**src/rtl/l1_mem_arbiter.sv**
```systemverilog
// -----------------------------------------------------------------------------
// l1_mem_arbiter
//
// Merges the L1 instruction-cache and data-cache request channels onto one
// downstream memory channel and routes each memory response back to the
// cache that issued the matching request.
//
// Request path:
//   - Combinational round-robin arbiter picks at most one winner per cycle.
//   - The winner is registered into a one-entry output slot (mem_req_*).
//   - The source of every accepted request (0 = IC, 1 = DC) is pushed into an
//     in-order tag FIFO, which also bounds the number of in-flight requests.
//
// Response path:
//   - Memory responses come back strictly in request order, so the FIFO head
//     tag names the destination cache. Read data goes to both ports; only the
//     selected port sees valid.
//   - A response arriving with no outstanding tag is dropped and latches the
//     sticky protocol_err_o flag until reset.
//
// Handshake rule for every channel in this block: a transfer happens on a
// rising clock edge where valid and ready are both high. A source that raises
// valid holds it and its payload stable until that edge. ready may be high
// while valid is low; that carries no meaning.
//
// Ports:
//   clk_i, rst_i               clock, synchronous active-high reset
//   ic_req_*                   icache request (read-only, address only)
//   ic_rsp_*                   icache response (read data)
//   dc_req_*                   dcache request (address, write, wdata, strb)
//   dc_rsp_*                   dcache response (read data)
//   mem_req_*                  registered downstream request slot
//   mem_rsp_*                  downstream response, in request order
//   outstanding_o              tag FIFO occupancy (in-flight requests)
//   protocol_err_o             sticky: response seen with FIFO empty
// -----------------------------------------------------------------------------
module l1_mem_arbiter #(
  parameter int ADDR_WIDTH      = 32,
  parameter int DATA_WIDTH      = 32,
  parameter int MAX_OUTSTANDING = 4
) (
  input  logic                               clk_i,
  input  logic                               rst_i,

  input  logic                               ic_req_valid_i,
  output logic                               ic_req_ready_o,
  input  logic [ADDR_WIDTH-1:0]              ic_req_addr_i,
  output logic                               ic_rsp_valid_o,
  input  logic                               ic_rsp_ready_i,
  output logic [DATA_WIDTH-1:0]              ic_rsp_rdata_o,

  input  logic                               dc_req_valid_i,
  output logic                               dc_req_ready_o,
  input  logic [ADDR_WIDTH-1:0]              dc_req_addr_i,
  input  logic                               dc_req_write_i,
  input  logic [DATA_WIDTH-1:0]              dc_req_wdata_i,
  input  logic [DATA_WIDTH/8-1:0]            dc_req_strb_i,
  output logic                               dc_rsp_valid_o,
  input  logic                               dc_rsp_ready_i,
  output logic [DATA_WIDTH-1:0]              dc_rsp_rdata_o,

  output logic                               mem_req_valid_o,
  input  logic                               mem_req_ready_i,
  output logic [ADDR_WIDTH-1:0]              mem_req_addr_o,
  output logic                               mem_req_write_o,
  output logic [DATA_WIDTH-1:0]              mem_req_wdata_o,
  output logic [DATA_WIDTH/8-1:0]            mem_req_strb_o,
  input  logic                               mem_rsp_valid_i,
  output logic                               mem_rsp_ready_o,
  input  logic [DATA_WIDTH-1:0]              mem_rsp_rdata_i,

  output logic [$clog2(MAX_OUTSTANDING):0]   outstanding_o,
  output logic                               protocol_err_o
);

  localparam int STRB_WIDTH = DATA_WIDTH / 8;
  localparam int PTR_WIDTH  = $clog2(MAX_OUTSTANDING);
  localparam int CNT_WIDTH  = PTR_WIDTH + 1;

  localparam logic                 TAG_IC  = 1'b0;
  localparam logic                 TAG_DC  = 1'b1;
  localparam logic [CNT_WIDTH-1:0] MAX_CNT = CNT_WIDTH'(MAX_OUTSTANDING);

  // ---------------------------------------------------------------------------
  // State
  // ---------------------------------------------------------------------------
  logic                    r_last_grant;     // TAG_IC / TAG_DC of last accept

  logic                    r_req_valid;
  logic [ADDR_WIDTH-1:0]   r_req_addr;
  logic                    r_req_write;
  logic [DATA_WIDTH-1:0]   r_req_wdata;
  logic [STRB_WIDTH-1:0]   r_req_strb;

  logic                    r_tag_mem [MAX_OUTSTANDING];
  logic [PTR_WIDTH-1:0]    r_wr_ptr;
  logic [PTR_WIDTH-1:0]    r_rd_ptr;
  logic [CNT_WIDTH-1:0]    r_count;

  logic                    r_protocol_err;

  // ---------------------------------------------------------------------------
  // Arbitration
  // ---------------------------------------------------------------------------
  logic w_slot_free;
  logic w_credit;
  logic w_can_accept;
  logic w_grant_dc;
  logic w_accept;
  logic w_push;

  // The slot can take a new entry when it is empty or is handing its current
  // entry downstream this cycle, which gives one issue per cycle.
  assign w_slot_free  = !r_req_valid || mem_req_ready_i;

  // Credit uses the registered count only: a pop this cycle does not make
  // room for a push this cycle. This keeps the ready path free of the
  // response handshake.
  assign w_credit     = (r_count < MAX_CNT);
  assign w_can_accept = w_slot_free && w_credit;

  // DC wins when it is the only requester, or on a tie when IC had the last
  // grant. With no requester the default pick is IC.
  assign w_grant_dc   = dc_req_valid_i &&
                        (!ic_req_valid_i || (r_last_grant == TAG_IC));

  assign ic_req_ready_o = w_can_accept && !w_grant_dc;
  assign dc_req_ready_o = w_can_accept &&  w_grant_dc;

  assign w_accept = (ic_req_valid_i && ic_req_ready_o) ||
                    (dc_req_valid_i && dc_req_ready_o);
  assign w_push   = w_accept;

  always_ff @(posedge clk_i) begin
    if (rst_i) begin
      r_last_grant <= TAG_IC;
    end else if (w_accept) begin
      r_last_grant <= w_grant_dc ? TAG_DC : TAG_IC;
    end
  end

  // ---------------------------------------------------------------------------
  // Output request slot
  // ---------------------------------------------------------------------------
  always_ff @(posedge clk_i) begin
    if (rst_i) begin
      r_req_valid <= 1'b0;
      r_req_addr  <= '0;
      r_req_write <= 1'b0;
      r_req_wdata <= '0;
      r_req_strb  <= '0;
    end else if (w_accept) begin
      r_req_valid <= 1'b1;
      if (w_grant_dc) begin
        r_req_addr  <= dc_req_addr_i;
        r_req_write <= dc_req_write_i;
        r_req_wdata <= dc_req_wdata_i;
        r_req_strb  <= dc_req_strb_i;
      end else begin
        // The icache channel is read-only; write fields are forced to zero.
        r_req_addr  <= ic_req_addr_i;
        r_req_write <= 1'b0;
        r_req_wdata <= '0;
        r_req_strb  <= '0;
      end
    end else if (mem_req_ready_i) begin
      // Handshake (or idle slot) with no reload: slot becomes empty.
      r_req_valid <= 1'b0;
    end
  end

  assign mem_req_valid_o = r_req_valid;
  assign mem_req_addr_o  = r_req_addr;
  assign mem_req_write_o = r_req_write;
  assign mem_req_wdata_o = r_req_wdata;
  assign mem_req_strb_o  = r_req_strb;

  // ---------------------------------------------------------------------------
  // Tag FIFO and response routing
  // ---------------------------------------------------------------------------
  logic w_fifo_empty;
  logic w_head_tag;
  logic w_pop;
  logic w_spurious;

  assign w_fifo_empty = (r_count == '0);
  assign w_head_tag   = r_tag_mem[r_rd_ptr];

  assign ic_rsp_valid_o = mem_rsp_valid_i && !w_fifo_empty && (w_head_tag == TAG_IC);
  assign dc_rsp_valid_o = mem_rsp_valid_i && !w_fifo_empty && (w_head_tag == TAG_DC);
  assign ic_rsp_rdata_o = mem_rsp_rdata_i;
  assign dc_rsp_rdata_o = mem_rsp_rdata_i;

  // With nothing outstanding the response has no owner: accept and drop it
  // so the downstream side never stalls on a response nobody will take.
  always_comb begin
    mem_rsp_ready_o = 1'b1;
    if (!w_fifo_empty) begin
      mem_rsp_ready_o = (w_head_tag == TAG_DC) ? dc_rsp_ready_i : ic_rsp_ready_i;
    end
  end

  assign w_pop      = mem_rsp_valid_i && mem_rsp_ready_o && !w_fifo_empty;
  assign w_spurious = mem_rsp_valid_i && w_fifo_empty;

  // Tag storage needs no reset: entries are only read when the count says
  // they were written since the last reset.
  always_ff @(posedge clk_i) begin
    if (w_push) begin
      r_tag_mem[r_wr_ptr] <= w_grant_dc ? TAG_DC : TAG_IC;
    end
  end

  // Pointers wrap naturally because MAX_OUTSTANDING is a power of two.
  always_ff @(posedge clk_i) begin
    if (rst_i) begin
      r_wr_ptr <= '0;
      r_rd_ptr <= '0;
      r_count  <= '0;
    end else begin
      if (w_push) begin
        r_wr_ptr <= r_wr_ptr + PTR_WIDTH'(1);
      end
      if (w_pop) begin
        r_rd_ptr <= r_rd_ptr + PTR_WIDTH'(1);
      end
      case ({w_push, w_pop})
        2'b10:   r_count <= r_count + CNT_WIDTH'(1);
        2'b01:   r_count <= r_count - CNT_WIDTH'(1);
        default: r_count <= r_count;
      endcase
    end
  end

  always_ff @(posedge clk_i) begin
    if (rst_i) begin
      r_protocol_err <= 1'b0;
    end else if (w_spurious) begin
      r_protocol_err <= 1'b1;
    end
  end

  assign outstanding_o  = r_count;
  assign protocol_err_o = r_protocol_err;

endmodule

```
**config.mk**
```make
export PLATFORM = sky130hd
export DESIGN_NAME = l1_mem_arbiter
export DESIGN_NICKNAME = d
export VERILOG_FILES = /design/src/rtl/l1_mem_arbiter.sv
export SDC_FILE = /design/constraint.sdc
export NUM_CORES = 1
export LEC_CHECK = 0
export ABC_AREA = 1
export CELL_PAD_IN_SITES_DETAIL_PLACEMENT = 0
export CELL_PAD_IN_SITES_GLOBAL_PLACEMENT = 1
export CORE_ASPECT_RATIO = 1.1
export CORE_MARGIN = 4
export CORE_UTILIZATION = 23
export DETAILED_ROUTE_END_ITERATION = 7
export PLACE_DENSITY = 0.8
export SYNTH_ARGS = -nofsm -noshare
export SYNTH_HDL_FRONTEND = slang
export SYNTH_SLANG_ARGS = --single-unit
```
**constraint.sdc**
```tcl
create_clock -name clk_i -period 2.5 [get_ports clk_i]
set_clock_uncertainty 0.1 [all_clocks]
set_input_delay 0.375 -clock clk_i [delete_from_list [all_inputs] [get_ports clk_i]]
set_output_delay 0.375 -clock clk_i [all_outputs]
set_load 0.005 [all_outputs]
```
==> results.md <==
- Status: finished, final reports clean
- Syn_nets: 650
- CP Max Fanout: 3
- Hold-critical path depth: 2
- Clock Power Share: 0.299
- P_leak: 2.20 nW
- Die width: 133 um
- RSZ-0062 raised after global routing: no
- Reg area: 0.00174 mm^2
- Fin crit period: 2280 ps
- Internal: 0.00318 W
- Post CTS Setup Buffer Count: 0
- Reg2Reg Setup Slack: 290 ps
- Layout cells sized above 1: 0.0913
- Gpl congestion: 0.720
- R2R Path End: outstanding_o[2]
- Flop pwr share: 0.375
- Fin Hold WS: 351 ps
- Clock sink count: 85
- Clk_lat worst skew: 340 ps
- Synthesized area: 0.00396 mm^2
- Final instance area: 0.00586 mm^2
- GRT Residual Overflow: 0
- Max-cap violations: 0
- PwrDens: 783 mW/mm^2
- Max clock buf depth: 2
- Startpoint Class: input pin
- TritonCTS clock tree: done
- Drt first pass iters: 4
- CP bufs+invs: 5
- PostCTS Resize Cnt: 0
- Fmax: 439 MHz
- Worst EP required: 2030 ps
- Initial antenna violation count: 0
- Cells on worst reg2reg path: 14
- Comb power frac: 0.326
- Worst EP arrival: 1800 ps
- Die Y: 146 um
- CTS Buf Count: 9
- Critical path class: input pin to output port
- CP max stage delay: 520 ps
- Nets: 766
- First-pass GRT wire length: 19.1 mm
- Final setup TNS: 0 ps
- Wirelength, routed: 12.5 mm
- Fill count: 1,787
- I/O Buffers: 187
- Worst Tran Pin Value: 844 ps
- Area Growth Syn to Fin: 48.1%
- Net Switching: 0.00141 W
- Vias: 3,599
- Residual DRC count: 0
- ANT cells: 0
- Synth Warn #: 0
- HP Class: register to register
- Max VDD drop: 0.288 mV
- Synth area leader: dfxtp_1
- Dpl hpwl: 8.86 mm
- Worst slew margin: 0.437
- Endpoint class of the critical path: output port
- Worst path cell trace: clkdlybuf4s50_1, inv_1, nand2_1, nand2_2, inv_1, nand2_2, inv_2, clkdlybuf4s50_1
- Final Non-Filler Cells: 858
- Worst path top cell family by delay: buffers and inverters
- Leading post-synthesis cells by cell area: dfxtp_1, a21oi_1, buf_4, nand2_1, o21ai_0
- Placed cell area: 0.00556 mm^2
- Antenna viol nets, final: 0
- Vias/cell: 4.19
- Tot Pwr: 0.00459 W
- Setup violators final: 0
- Footprint of the multi-input gates: 0.00146 mm^2
- Number of I/O pins: 284
- Hold-fix buffers, CTS: 0
- Vias in the first global route: 3,588
- Final Max Tran Viols: 0
- Inst Count DP: 842
- Largest net degree at the start of global routing: 78
- Initial Utilization: 0.234
- Root buf cell: clkbuf_16
- Placeable core area: 0.0170 mm^2
- Worst Hold Path EP: protocol_err_o
- Die ar.: 0.0194 mm^2
- Drt initial violations: 124
- Core Rows: 50
- Final Hold Viols: 0
- Seq/Total Area, Yosys: 0.440
- HP Start: protocol_err_o
- Synth unique cells: 24
- Switch share: 0.308
- Total GRT Usage: 0.125
- Final period utilization: 0.911
- Share of the synthesized area in the top cell type: 0.410
- Avg Cell Area, Syn: 7.87 um^2
- Htree depth: 3
- WL per Instance: 14.5 um
- Clock transition at the registers of the reported paths: 60 ps
- Flops & latches, synth: 85
- Mapped Cells: 503
- Worst path slowest cell: clkdlybuf4s50_1
-- cells in the mapped netlist --
cell type,n
a21oi_1,103
a21oi_2,10
buf_1,3
buf_2,12
buf_4,64
buf_6,5
buf_8,1
clkbuf_1,7
clkbuf_2,2
dfxtp_1,81
edfxtp_1,4
fa_1,1
ha_1,5
inv_1,21
inv_2,3
inv_4,1
nand2_1,111
nand2_2,13
nand3_1,5
nand3b_1,1
nand4_1,1
nor2_1,10
nor2_4,1
o21ai_0,38
-- placed cells by master, fill, tap and decap left out, drive strengths merged, types with 4 or more instances in the layout --
cell	instances
a21oi	113
buf	13
clkbuf	10
clkdlybuf4s50	186
dfxtp	81
edfxtp	4
ha	5
inv	26
nand2	124
nand3	5
nor2	11
o21ai	38
-- cell families (layout without fill, tap and decap cells) --
group | after synthesis | after routing | synth area share
compound gates | 151 | 151 | 0.200
fa+ha+maj | 6 | 6 | 0.0209
buf+inv | 119 | 240 | 0.191
flops | 85 | 85 | 0.440
simple gates | 142 | 142 | 0.148
-- cell type report --
class	instances	share of cell area
timing repair buffer	199	0.336
sequential	85	0.297
multi-input combinational	299	0.249
tap	234	0.0499
clock buffer	10	0.0408
inverter	25	0.0164
clock inverter	6	0.0105
-- state kept, by name, summed over array words and instances (netlist names), named ones only --
| name | count |
|---|---|
| protocol_err_o | 1 |
| r_rd_ptr | 2 |
| r_tag_mem | 4 |
| r_wr_ptr | 2 |
| mem_req_write_o | 1 |
| mem_req_addr_o | 32 |
| mem_req_strb_o | 4 |
| outstanding_o | 3 |
| mem_req_wdata_o | 32 |
| mem_req_valid_o | 1 |
| r_last_grant | 1 |
-- how the worst max path moves through the flow --
| stage | start | end | slack, ps | cells past startpoint |
|---|---|---|---|---|
| 3_5_place_dp | mem_rsp_valid_i | outstanding_o[2] | 50 | 11 |
| 2_1_floorplan | ic_req_valid_i | outstanding_o[2] | 420 | 11 |
| 3_3_place_gp | mem_rsp_valid_i | outstanding_o[2] | 60 | 11 |
| 5_1_grt | register | outstanding_o[2] | 50 | 14 |
| 4_1_cts | register | mem_rsp_ready_o | 180 | 8 |
| 6_report | mem_req_ready_i | dc_req_ready_o | 220 | 8 |
-- worst reg2reg max path, cell delays in order (launching register included) --
cell and delay (ps):
dfxtp_1 330, inv_1 70, nand2_1 60, nand3_1 120, nand2_1 90, nand2_1 110, nand3b_1 130, inv_1 80
ha_1 130, inv_1 50, fa_1 370, a21oi_1 140, o21ai_0 100, o21ai_0 160, a21oi_1 60
-- power groups by stage --
stage	logic, W	registers, W	clock network [W]
after floorplan	0.000797	0.00176	0
after global placement	0.00153	0.00175	0
after detailed placement	0.00153	0.00175	0
after CTS	0.00154	0.00172	0.00144
after global routing	0.00166	0.00175	0.00149
final	0.00150	0.00172	0.00137
-- metrics by stage --
| stage | utilization | worst slack, ps |
|---|---|---|
| final | 0.346 | 221 |
| after global routing | 0.346 | 52.9 |
| after CTS | 0.346 | 185 |
| after detailed placement | 0.328 | 52.5 |
| after global placement | 0.328 | 64.6 |
| after floorplan | - | 421 |
-- per-layer routing --
layer  track usage  share of wire  up-vias
met5             0              0        -
met4        0.0947          0.065        0
met3        0.0519           0.10       60
met2         0.201           0.45      135
met1         0.131           0.38     1606
li1              -              -     1798
No activity file was read; power rests on OpenSTA's default activity.
